## src/rtl/ps2_key_fifo.sv

```systemverilog
// PS/2 keyboard receiver: pin synchronisation, clock glitch filter, 11-bit frame deframing
// with parity/stop/timeout checks, and a small byte FIFO read by the CPU bus decoder.
module ps2_key_fifo #(
  parameter int FIFO_AW  = 3,
  parameter int FILT_LEN = 4,
  parameter int TIMEOUT  = 200000
) (
  input  logic       clk,
  input  logic       rst,
  input  logic       ps2_clk,
  input  logic       ps2_data,
  input  logic       ps2_rd,
  output logic [7:0] key,
  output logic       ps2_ready,
  output logic       overflow,
  output logic       frame_err
);

  localparam int DEPTH = 1 << FIFO_AW;
  localparam int TW    = $clog2(TIMEOUT);

  typedef enum logic [1:0] {IDLE, DATA, PAR, STOP} state_t;

  logic [1:0]          clk_sync_reg, data_sync_reg;
  logic [FILT_LEN-1:0] hist_reg;
  logic                filt_reg;
  logic                smp, data_bit;

  state_t              state_reg, state_next;
  logic [2:0]          bitcnt_reg, bitcnt_next;
  logic [7:0]          byte_reg, byte_next;
  logic                par_reg, par_next;
  logic                push_reg, push_next;
  logic                ferr_set;
  logic [TW-1:0]       tcnt_reg, tcnt_next;

  logic [FIFO_AW:0]    wr_ptr_reg, rd_ptr_reg;
  logic                rd_q_reg, overflow_reg, frame_err_reg;
  logic [7:0]          mem [DEPTH];
  logic                empty, full, pop, do_write;

  // Filtered clock only changes once the whole sample history agrees.
  assign smp      = filt_reg & ~(|hist_reg);
  assign data_bit = data_sync_reg[1];

  always_ff @(posedge clk or negedge rst) begin
    if (!rst) begin
      clk_sync_reg  <= 2'b11;
      data_sync_reg <= 2'b11;
      hist_reg      <= '1;
      filt_reg      <= 1'b1;
    end else begin
      clk_sync_reg  <= {clk_sync_reg[0], ps2_clk};
      data_sync_reg <= {data_sync_reg[0], ps2_data};
      hist_reg      <= {hist_reg[FILT_LEN-2:0], clk_sync_reg[1]};
      if (&hist_reg)
        filt_reg <= 1'b1;
      else if (~(|hist_reg))
        filt_reg <= 1'b0;
    end
  end

  always_comb begin
    state_next  = state_reg;
    bitcnt_next = bitcnt_reg;
    byte_next   = byte_reg;
    par_next    = par_reg;
    push_next   = 1'b0;
    ferr_set    = 1'b0;
    tcnt_next   = (state_reg == IDLE || smp) ? '0 : tcnt_reg + TW'(1);
    if (smp) begin
      case (state_reg)
        IDLE: if (!data_bit) begin
          state_next  = DATA;
          bitcnt_next = 3'd0;
        end
        DATA: begin
          byte_next = {data_bit, byte_reg[7:1]};
          if (bitcnt_reg == 3'd7)
            state_next = PAR;
          else
            bitcnt_next = bitcnt_reg + 3'd1;
        end
        PAR: begin
          par_next   = data_bit;
          state_next = STOP;
        end
        default: begin
          if (data_bit && (^{byte_reg, par_reg}))
            push_next = 1'b1;
          else
            ferr_set = 1'b1;
          state_next = IDLE;
        end
      endcase
    end else if (state_reg != IDLE && tcnt_reg == TW'(TIMEOUT - 1)) begin
      state_next = IDLE;
      ferr_set   = 1'b1;
      tcnt_next  = '0;
    end
  end

  always_ff @(posedge clk or negedge rst) begin
    if (!rst) begin
      state_reg  <= IDLE;
      bitcnt_reg <= 3'd0;
      byte_reg   <= 8'h00;
      par_reg    <= 1'b0;
      push_reg   <= 1'b0;
      tcnt_reg   <= '0;
    end else begin
      state_reg  <= state_next;
      bitcnt_reg <= bitcnt_next;
      byte_reg   <= byte_next;
      par_reg    <= par_next;
      push_reg   <= push_next;
      tcnt_reg   <= tcnt_next;
    end
  end

  assign empty = (wr_ptr_reg == rd_ptr_reg);
  assign full  = (wr_ptr_reg[FIFO_AW] != rd_ptr_reg[FIFO_AW]) &&
                 (wr_ptr_reg[FIFO_AW-1:0] == rd_ptr_reg[FIFO_AW-1:0]);
  // One pop per strobe rising edge; a pop frees the slot for a same-cycle push.
  assign pop       = ps2_rd & ~rd_q_reg & ~empty;
  assign do_write  = push_reg & (~full | pop);
  assign ps2_ready = ~empty;
  assign key       = empty ? 8'h00 : mem[rd_ptr_reg[FIFO_AW-1:0]];
  assign overflow  = overflow_reg;
  assign frame_err = frame_err_reg;

  always_ff @(posedge clk or negedge rst) begin
    if (!rst) begin
      wr_ptr_reg    <= '0;
      rd_ptr_reg    <= '0;
      rd_q_reg      <= 1'b0;
      overflow_reg  <= 1'b0;
      frame_err_reg <= 1'b0;
    end else begin
      rd_q_reg <= ps2_rd;
      if (do_write)
        wr_ptr_reg <= wr_ptr_reg + (FIFO_AW+1)'(1);
      if (pop)
        rd_ptr_reg <= rd_ptr_reg + (FIFO_AW+1)'(1);
      if (push_reg && full && !pop)
        overflow_reg <= 1'b1;
      if (ferr_set)
        frame_err_reg <= 1'b1;
    end
  end

  always_ff @(posedge clk) begin
    if (do_write)
      mem[wr_ptr_reg[FIFO_AW-1:0]] <= byte_reg;
  end

endmodule

```

## config.mk

```make
export PLATFORM = sky130hd
export DESIGN_NAME = ps2_key_fifo
export DESIGN_NICKNAME = d
export VERILOG_FILES = /design/src/rtl/ps2_key_fifo.sv
export SDC_FILE = /design/constraint.sdc
export NUM_CORES = 1
export LEC_CHECK = 0
export CORE_AREA = 2 2 108 110
export CTS_CLUSTER_SIZE = 40
export DETAILED_ROUTE_END_ITERATION = 12
export DIE_AREA = 0 0 110 112
export HOLD_SLACK_MARGIN = 0.15
export PLACE_DENSITY = 0.7
export SLEW_MARGIN = 15
export SYNTH_ARGS = -nofsm -noshare
export SYNTH_HDL_FRONTEND = slang
export SYNTH_SLANG_ARGS = --single-unit
```

## constraint.sdc

```tcl
create_clock -name clk -period 2.2 [get_ports clk]
set_input_delay 0.33 -clock clk [delete_from_list [all_inputs] [get_ports clk]]
set_output_delay 0.33 -clock clk [all_outputs]
set_load 0.03 [all_outputs]
```

==> metrics.md, run 1 <==
| Metric | Value |
|---|---|
| Worst hold slack | 0.3279 ns |
| Worst slew pin tran | around 0.47 ns |
| Clock sinks | around 120 |
| Total GRT Usage | between 10% and 20% |
| DR WL/cell | 16.49 µm |
| Seq cells post-synth | between 100 and 150 |
| Via density | slightly above 5 |
| Max cap viols | 0 |
| Top cells by area, synth | edfxtp_1, dfrtp_1, mux4_2 |
| Maximum vdd drop | slightly above 0.0006 V |
| Metal2 WL | between 4000 and 5000 µm |
| Syn_area_per_cell | between 15 and 20 µm² |
| Setup_tns | -0.2659 ns |
| Die height | between 100 and 150 µm |
| Max reg flops | 64 |
| F_max | between 0.4 and 0.5 GHz |
| HP Class | input pin to flop |
| Sequential share of the synthesized area | between 60% and 70% |
| Clk slew on worst S/H paths | about 0.060 ns |
| Synth top area share | approximately 39% |
| Tmin final | ~2.3 ns |
| Antenna violations before repair | 0 |
| Post-Place Cell Area | 5477 µm² |
| Syn Inst Count | between 300 and 400 |
| Vias | between 2k and 3k |
| Leakage power | around 0.0023 µW |
| Cell with the most instances after synthesis | edfxtp_1 |
| Post-route clock period utilization | 106.1% |
| Primary FF master, synth | edfxtp_1 |
| First-iteration detailed-routing DRC count | around 120 |
| Unrepaired setup endpoints after global routing | true |
| Layout Skew | 0.008274 ns |
| WP data required | about 1.9 ns |
| DR pass1 iterations | 4 |
| ANT cells | 0 |
| Pwr/cell area | between 900 and 1000 nW/µm² |
| Number of I/O pins | 16 |
| Initial core utilization | roughly 44% |
| Placeable Area | approximately 11000 µm² |
| CTS buffer count | 17 |
| Worst setup margin | -0.1349 ns |
| Worst-Skew Late Latency | ~0.4 ns |
| CTS tree | yes |
| PortBufs | 15 |
| Crit end category | output pin |
| Fill count | 895 |
| CTS H-Tree Depth | 4 |
| Failing checks | negative setup slack |
| YS warnings | 0 |
| Clock Path Buffers | 2 |
| RD Place Congestion | between 0.7 and 0.8 |
| Routed wl met3 | 305 µm |
| Number of flops mapped to enable cells by yosys | 64 |
| Final Cell Area | about 6100 µm² |
| Arr. time, crit path | around 2.0 ns |
| Die area | between 10000 and 15000 µm² |
| GRT overflow | 0 |
| Post-Route M1 WL | 4054 µm |
| Outcome | finished with violations |
| Share of post-route cells with drive strength above 1 | between 30% and 40% |
| Nets@finish | 391 |
| Vias in the first global route | about 2.9k |
| Pin count of the biggest net entering global routing | 35 |
| Placed cell count | roughly 500 |
| Top cells by count, synth | edfxtp_1, dfrtp_1, nor2_1 |
| Final hold violation count | 0 |
| Slew Limit Fails | 0 |
| Post-Syn Nets | around 340 |
| Mapped cell area | approximately 5000 µm² |
| Final setup violation count | 5 |
| Slew HR | between 60% and 70% |
| Post-synth ARST share | a little under half |
| Core Rows | 39 |
| WS Path Type | flop to output pin |
| Dpl hpwl | 5572 µm |
| CP Max Fanout | 7 |
| Area leader, netlist | edfxtp_1 |
| Cell Count, Final, Fillers Out | about 530 |
| Area grow syn2layout | 22.56% |
| Distinct cells, synth | 42 |
| Die X | approximately 110 µm |
| First-pass GRT wire length | about 15000 µm |
| Max layer used | met4 |
| Startpoint types | flop |
| Aggregate routed wire length | a little under 9000 µm |
| Root buf cell | clkbuf_16 |
| DRC errors left | 0 |
| ANT nets after route | 0 |
| DP Worst Slack | -0.08740 ns |
-- where the power goes --
part	total (µW)	leakage (µW)	internal (µW)	switching [µW]
sequential	2410	0.00126	2350	60.1
clock	2630	0.000276	1580	1050
combinational	877	0.000791	430	448
-- cell type report --
class	instances	area, µm²	area share, %
inverter	7	26.28	0.4338
tap	143	178.9	2.954
clock inverter	15	146.4	2.417
sequential	117	3261	53.83
clock buffer	17	425.4	7.023
multi-input combinational	190	1639	27.06
timing repair buffer	43	380.4	6.280
-- worst max-delay path: stages (launching register included) --
cell     delay [ns]
dfrtp_2        0.44
buf_12         0.16
mux4_2         0.54
mux2i_2        0.22
nor2_1         0.07
buf_4          0.17
-- what timing repair did --
action                                  in CTS  in global routing
endpoints found under the setup margin       9                 33
pin swaps                                    1                  0
hold buffers                                 1                  0
gates resized for setup                     58                  2
gates cloned                                 1                  0
setup buffers                                1                  0
hold endpoints to repair                    10                  0
-- per-stage QoR --
stage	utilization (%)	power, µW
6_report	54.20	5921
5_1_grt	54.20	6162
4_1_cts	54.37	6042
3_5_place_dp	49.01	3317
3_3_place_gp	49.01	3304
2_1_floorplan	-	2964
-- cell usage in the layout (no fill, tap or decap), types with 2 or more instances in the layout --
master           count
and4_1               2
clkdlybuf4s50_1      5
inv_1                7
edfxtp_1            64
mux2i_1              8
nand3_1              7
mux2_2              11
inv_6                7
nor2_1              32
buf_4               30
mux4_2              16
clkbuf_16           17
ha_1                10
dfstp_2              9
a22o_1               3
nor4b_1              3
dfrtp_1             43
xnor2_1             15
a21oi_1              2
buf_2                3
clkinvlp_4           2
nand4_1              5
o21ai_0              5
nor4_1               2
buf_12               4
xor2_1              17
nor3_2               2
and3_1               4
nor3b_2              2
nand2_1             21
clkinv_4             4
nor3_1               6
-- per-layer routing --
| layer | vias up | track usage (%) |
|---|---|---|
| met5 | - | 0 |
| met4 | 0 | 4.557 |
| met3 | 13 | 6.206 |
| met2 | 38 | 25.19 |
| met1 | 1369 | 21.12 |
| li1 | 1307 | - |
-- path summary, 6_finish.rpt --
| kind | start | to | slack (ns) | cells past startpoint |
|---|---|---|---|---|
| setup reg to reg | rd_ptr_reg[0] | mem[5][3] | 0.16 | 8 |
| setup / recovery | rd_ptr_reg[0] | key[3] | -0.13 | 5 |
| hold reg to reg | clk_sync_reg[1] | hist_reg[0] | 0.35 | 0 |
| max in group asynchronous | rst | rd_ptr_reg[0] | 1.23 | 3 |
| hold / removal | ps2_clk | clk_sync_reg[0] | 0.33 | 1 |
| min in group asynchronous | rst | bitcnt_reg[0] | 0.40 | 2 |
-- cells by family (layout without fill, tap and decap cells) --
group,after synthesis,after routing,synth area share [%]
flip-flops,117,117,65.95
AND/OR/NAND/NOR,95,95,9.722
multiplexers,36,36,11.62
XOR/XNOR,33,33,6.127
buffers and inverters,17,82,1.392
AO/OA/AOI/OAI,16,16,2.659
adder cells (fa/ha/maj),10,10,2.532
Power figures use the tool's default switching activity.
==> run 2: changes to the inputs <==
SKIP_CTS_REPAIR_TIMING = 1   (was unset)
==> run 2 against run 1 <==
The run still ends with negative setup slack left. Sequential share of layout area decreased by 0.067 points. Clock-buffer cell count unchanged. Largest cell class unchanged. Power increased by 0.19%. Combinational power increased by 2%. Die area unchanged. Via count decreased by 0.15%.
==> metrics.md, run 2 (same netlist as run 1, synthesis figures left out) <==
| Metric | Value |
|---|---|
| Outcome | finished with violations (unchanged) |
| Failing checks | negative setup slack (unchanged) |
| Worst r2r src | rd_ptr_reg[0] (unchanged) |
| Vias in the first global route | 2855 (was 2880) |
| Final setup violation count | 8 (was 5) |
| Reg-to-Reg End | mem[5][3] (unchanged) |
| Die height | 112 µm (unchanged) |
| WP data required | 1.87 ns (about the same) |
| Clock sinks | 117 (unchanged) |
| WS Path Type | flop to output pin (unchanged) |
| Dpl hpwl | 5572 µm (unchanged) |
| Die X | 110 µm (unchanged) |
| Tmin final | 2.290 ns (was 2.335 ns) |
| DRC errors left | 0 (unchanged) |
| Pwr/cell area | 978.1 nW/µm² (was 977.5 nW/µm²) |
| DR pass1 iterations | 4 (unchanged) |
| Fill count | 894 (was 895) |
| Core Rows | 39 (unchanged) |
| WP depth | 5 (unchanged) |
| Clk slew on worst S/H paths | 0.06 ns (about the same) |
| Area grow syn2layout | 22.71% (was 22.56%) |
| CP Max Fanout | 7 (unchanged) |
| Placed cell count | 499 (unchanged) |
| Worst-Skew Late Latency | 0.41 ns (about the same) |
| Worst slew pin tran | 0.4725 ns (was 0.4700 ns) |
| R2R cell count | 8 (unchanged) |
| First-pass GRT wire length | 14610 µm (was 14770 µm) |
| DP Worst Slack | -0.08740 ns (unchanged) |
| Via density | 5.118 (was 5.126) |
| CTS tree | yes (unchanged) |
| Number of I/O pins | 16 (unchanged) |
| ANT cells | 0 (unchanged) |
| F_max | 0.4367 GHz (was 0.4283 GHz) |
| Max reg flops | 64 (unchanged) |
| Cell Count, Final, Fillers Out | 532 (unchanged) |
| Most common cell after layout, fill and taps aside | edfxtp_1 (unchanged) |
| Root buf cell | clkbuf_16 (unchanged) |
| Slew HR | 68.50% (was 68.67%) |
| CTS H-Tree Depth | 4 (unchanged) |
| Crit path from | rd_ptr_reg[0] (unchanged) |
| HP Class | input pin to flop (unchanged) |
| CP Capture Point | key[3] (unchanged) |
| Slowest Stage Delay on Critical Path | 0.51 ns (was 0.54 ns) |
| Worst setup margin | -0.08979 ns (was -0.1349 ns) |
| Post-route clock period utilization | 104.1% (was 106.1%) |
| Layout Skew | 0.009303 ns (was 0.008274 ns) |
| Most frequent cells in the layout | edfxtp_1, dfrtp_1, nor2_1, buf_4, nand2_1 (unchanged) |
| Leakage power | 0.002332 µW (was 0.002324 µW) |
| Worst path cell trace | buf_12 > mux4_2 > mux2i_1 > nor2_1 > buf_4 (was buf_12 > mux4_2 > mux2i_2 > nor2_1 > buf_4) |
| Final Cell Area | 6065 µm² (was 6057 µm²) |
| Post-Place Cell Area | 5477 µm² (unchanged) |
| Aggregate routed wire length | 8819 µm (was 8775 µm) |
| Clock Path Buffers | 2 (unchanged) |
| DR WL/cell | 16.58 µm (was 16.49 µm) |
| Crit end category | output pin (unchanged) |
| CTS buffer count | 17 (unchanged) |
| Final hold violation count | 0 (unchanged) |
| R2r setup slk | 0.17 ns (was 0.16 ns) |
| Maximum vdd drop | 0.0005531 V (was 0.0006043 V) |
| Antenna violations before repair | 0 (unchanged) |
| GRT overflow | 0 (unchanged) |
| Initial core utilization | 44.23% (unchanged) |
| Pin count of the biggest net entering global routing | 35 (unchanged) |
| CP top delay family | multiplexers (unchanged) |
| Share of post-route cells with drive strength above 1 | 30.33% (unchanged) |
| RD Place Congestion | 0.7671 (unchanged) |
| ANT nets after route | 0 (unchanged) |
| Nets@finish | 391 (unchanged) |
| CP max stage cell | mux4_2 (unchanged) |
| First-iteration detailed-routing DRC count | 106 (was 119) |
| Startpoint types | flop (unchanged) |
| Max cap viols | 0 (unchanged) |
| Vias | 2723 (was 2727) |
| Total GRT Usage | 16.00% (was 16.17%) |
| Worst path buffer plus inverter count | 2 (unchanged) |
| Slew Limit Fails | 0 (unchanged) |
| Unrepaired setup endpoints after global routing | true (unchanged) |
| PortBufs | 15 (unchanged) |
| Placeable Area | 11170 µm² (unchanged) |
| Arr. time, crit path | 1.96 ns (was 2.00 ns) |
| Die area | 12320 µm² (unchanged) |
-- run 2: cell count changes in the layout (fill, tap and decap cells not counted) --
| cell | change |
|---|---|
| inv_2 | +1 |
| buf_2 | -1 |
| clkbuf_16 | +1 |
| inv_1 | -1 |
| buf_12 | -1 |
| buf_6 | +1 |
| mux2i_2 | -1 |
| mux2i_1 | +1 |
-- run 2: area by class of cell --
class,instances,area [µm²],area share [%]
clock buffers,17,425.4,7.015
clock inverters,15,146.4,2.414
inverters,7,26.28,0.4333
multi-input cells,190,1635,26.97
flip-flops and latches,117,3261,53.77
well taps,143,178.9,2.950
repair buffers,43,391.6,6.458
-- run 2: worst min path at each step --
stage,start,end,slack (ns),depth (start not counted)
3_5_place_dp,rst,bitcnt_reg[1],0.31,1
6_report,ps2_clk,clk_sync_reg[0],0.33,1
5_1_grt,ps2_clk,clk_sync_reg[0],0.32,1
4_1_cts,rst,bitcnt_reg[0],-0.13,1
2_1_floorplan,rst,bitcnt_reg[0],0.03,0
3_3_place_gp,rst,bitcnt_reg[1],0.30,1
-- run 2: per-layer routing --
| layer | GRT usage (%) | up-vias | part of all wire [%] |
|---|---|---|---|
| li1 | - | 1307 | - |
| met1 | 20.97 | 1362 | 46 |
| met2 | 24.99 | 44 | 49 |
| met3 | 6.148 | 10 | 3.8 |
| met4 | 4.219 | 0 | 0.83 |
| met5 | 0 | - | 0 |
-- run 2: metrics by stage --
stage                     util, %  power, µW  TNS (ns)  hold slack [ns]
final                       54.27       5932   -0.3977           0.3305
after global routing        54.27       6175   -0.9848           0.3173
after CTS                   54.13       5951    -4.571          -0.1298
after detailed placement    49.01       3317    -1.658           0.3059
after global placement      49.01       3304   -0.3427           0.2980
after floorplan                 -       2964    -8.096          0.03441
-- run 2: report_power, final --
part           internal (µW)  switching, µW
Combinational            439            452
Sequential              2350           62.7
Clock                   1580           1040
==> run 3: changes to the inputs <==
PLACE_DENSITY = 0.68   (was 0.7)
SKIP_CTS_REPAIR_TIMING = unset   (was 1)
clock period = 2.3 ns   (was 2.2 ns; I/O delays follow)
==> run 3 against run 2 <==
Utilization fell by 0.18 points. Combinational power is essentially flat. Critical path depth up 1. The flow still finishes with violations (negative setup slack). Die area did not move. Non-clock buffer count unchanged. Clock-buffer cell count rose by 4. Sequential share of layout area grew 0.18 points. Final cell count did not move. Via count up 0.77%. Sequential power down 5%.
==> metrics.md, run 3 (same netlist as run 1, synthesis figures left out) <==
| Metric | Value |
|---|---|
| Outcome | finished with violations (unchanged) |
| Failing checks | negative setup slack (unchanged) |
| Core Rows | 39 (unchanged) |
| Final hold violation count | 0 (unchanged) |
| Placeable Area | 11170 µm² (unchanged) |
| Total GRT Usage | 15.66% (was 16.00%) |
| DP Worst Slack | 0.003493 ns (was -0.08740 ns) |
| Slew HR | 49.11% (was 68.50%) |
| Clock Path Buffers | 2 (unchanged) |
| Share of post-route cells with drive strength above 1 | 29.05% (was 30.33%) |
| Area occupied by multi-input gates | 1625 µm² (was 1635 µm²) |
| Slew Limit Fails | 0 (unchanged) |
| First-iteration detailed-routing DRC count | 154 (was 106) |
| Fill count | 893 (was 894) |
| HP Class | input pin to flop (unchanged) |
| Leakage power | 0.002325 µW (was 0.002332 µW) |
| Nets@finish | 391 (unchanged) |
| Maximum vdd drop | 0.0005283 V (was 0.0005531 V) |
| Area grow syn2layout | 22.30% (was 22.71%) |
| Initial core utilization | 44.23% (unchanged) |
| Pwr/cell area | 920.0 nW/µm² (was 978.1 nW/µm²) |
| Max reg flops | 64 (unchanged) |
| Tmin final | 2.311 ns |
| First-pass GRT wire length | 14380 µm (was 14610 µm) |
| Most common cell after layout, fill and taps aside | edfxtp_1 (unchanged) |
| Post-route clock period utilization | 100.5% |
| Dpl hpwl | 5491 µm (was 5572 µm) |
| WS Path Type | flop to output pin (unchanged) |
| DRC errors left | 0 (unchanged) |
| PortBufs | 15 (unchanged) |
| CP Max Fanout | 8 (was 7) |
| Die area | 12320 µm² (unchanged) |
| Worst slew pin tran | 0.7528 ns (was 0.4725 ns) |
| RD Place Congestion | 0.7293 (was 0.7671) |
| Vias | 2744 (was 2723) |
| F_max | between 0.4 and 0.5 GHz |
| Aggregate routed wire length | 8506 µm (was 8819 µm) |
| Root buf cell | clkbuf_16 (unchanged) |
| Antenna violations before repair | 0 (unchanged) |
| Unrepaired setup endpoints after global routing | true (unchanged) |
| Die X | 110 µm (unchanged) |
| CTS buffer count | 17 (unchanged) |
| ANT cells | 0 (unchanged) |
| Via density | 5.158 (was 5.118) |
| Clock sinks | 117 (unchanged) |
| Number of I/O pins | 16 (unchanged) |
| Vias in the first global route | 2834 (was 2855) |
| CTS H-Tree Depth | 4 (unchanged) |
| WP data required | 1.96 ns (was 1.87 ns) |
| FF/Latch Area | 3261 µm² (unchanged) |
| Max cap viols | 0 (unchanged) |
| Worst setup margin | -0.01145 ns (was -0.08979 ns) |
| Power, Total | 5561 µW (was 5932 µW) |
| DR pass1 iterations | 4 (unchanged) |
| Die height | 112 µm (unchanged) |
| Final setup violation count | 1 (was 8) |
| Layout Skew | 0.005603 ns (was 0.009303 ns) |
| CTS tree | yes (unchanged) |
| Most frequent cells in the layout | edfxtp_1, dfrtp_1, nor2_1, buf_4, nand2_1 (unchanged) |
| Pin count of the biggest net entering global routing | 23 (was 35) |
| DR WL/cell | 15.99 µm (was 16.58 µm) |
| Arr. time, crit path | 1.97 ns (was 1.96 ns) |
| ANT nets after route | 0 (unchanged) |
| Clk slew on worst S/H paths | 0.05 ns (was 0.06 ns) |
| GRT overflow | 0 (unchanged) |
| Worst-Skew Late Latency | 0.40 ns (was 0.41 ns) |
| Startpoint types | flop (unchanged) |
| Crit end category | output pin (unchanged) |
==> run 3: cell types whose count changed in the layout (fill, tap and decap cells not counted), moves of 2 or more <==
cell / delta
buf_12: +2
buf_2: +3
inv_6: -6
clkbuf_1: +2
buf_4: -4
clkinv_2: +3
nor3b_1: +2
nor3b_2: -2
==> run 3: routing by layer <==
metal	vias to the layer above	part of all wire, %	wire length, µm	global-route usage [%]
li1	1302	-	-	-
met1	1388	45	3850	20.38
met2	41	50	4267	24.62
met3	13	3.2	270	4.684
met4	0	1.4	116	6.076
met5	-	0	0	0
==> run 3: stage by stage <==
stage	hold WS, ns	instances	util [%]	area [µm²]	setup TNS (ns)
2_1_floorplan	0.04941	324	-	4942	-3.552
3_3_place_gp	0.2736	495	48.74	5446	0
3_5_place_dp	0.2782	495	48.74	5446	0
4_1_cts	0.3296	529	53.85	6017	-0.3688
5_1_grt	0.3279	532	54.09	6045	-0.2604
6_report	0.3445	532	54.09	6045	-0.01145
==> run 3: worst paths after layout <==
kind,start,end,slack (ns),cells after the start
worst max register to register,rd_ptr_reg[0],mem[6][7],0.16,9
worst min-delay path,ps2_data,data_sync_reg[0],0.34,1
min in group asynchronous,rst,bitcnt_reg[0],0.38,2
worst min register to register,clk_sync_reg[0],clk_sync_reg[1],0.35,0
max in group asynchronous,rst,rd_ptr_reg[0],1.29,3
worst max-delay path,rd_ptr_reg[0],key[4],-0.01,6
==> run 3: layout make-up <==
class / count / area share [%]
sequential: 117 / 53.94
tap: 143 / 2.960
clock buffer: 21 / 7.804
multi-input combinational: 190 / 26.89
inverter: 7 / 0.4347
timing repair buffer: 43 / 6.707
clock inverter: 11 / 1.263
==> run 3: what timing repair did <==
action                                 CTS  global route
endpoints found under the hold margin   13             0
hold buffers                             1             0
setup endpoints to repair                9            17
gates resized for setup                 29            30
pin swaps                                2             0
buffers inserted                         1             2
gates cloned                             0             1
==> run 3: report_power, final <==
part / switching [µW] / total, µW / internal (µW)
clock: 890 / 2360 / 1470
sequential: 61.0 / 2310 / 2250
combinational: 427 / 891 / 464
total: 1380 / 5560 / 4180
==> run 3: critical path, cell delays in order, from the launching register on <==
cell and delay (ns):
dfrtp_2 0.44, buf_12 0.17, buf_12 0.11, mux4_2 0.49, mux2i_1 0.13, nor2_1 0.06
buf_4 0.16
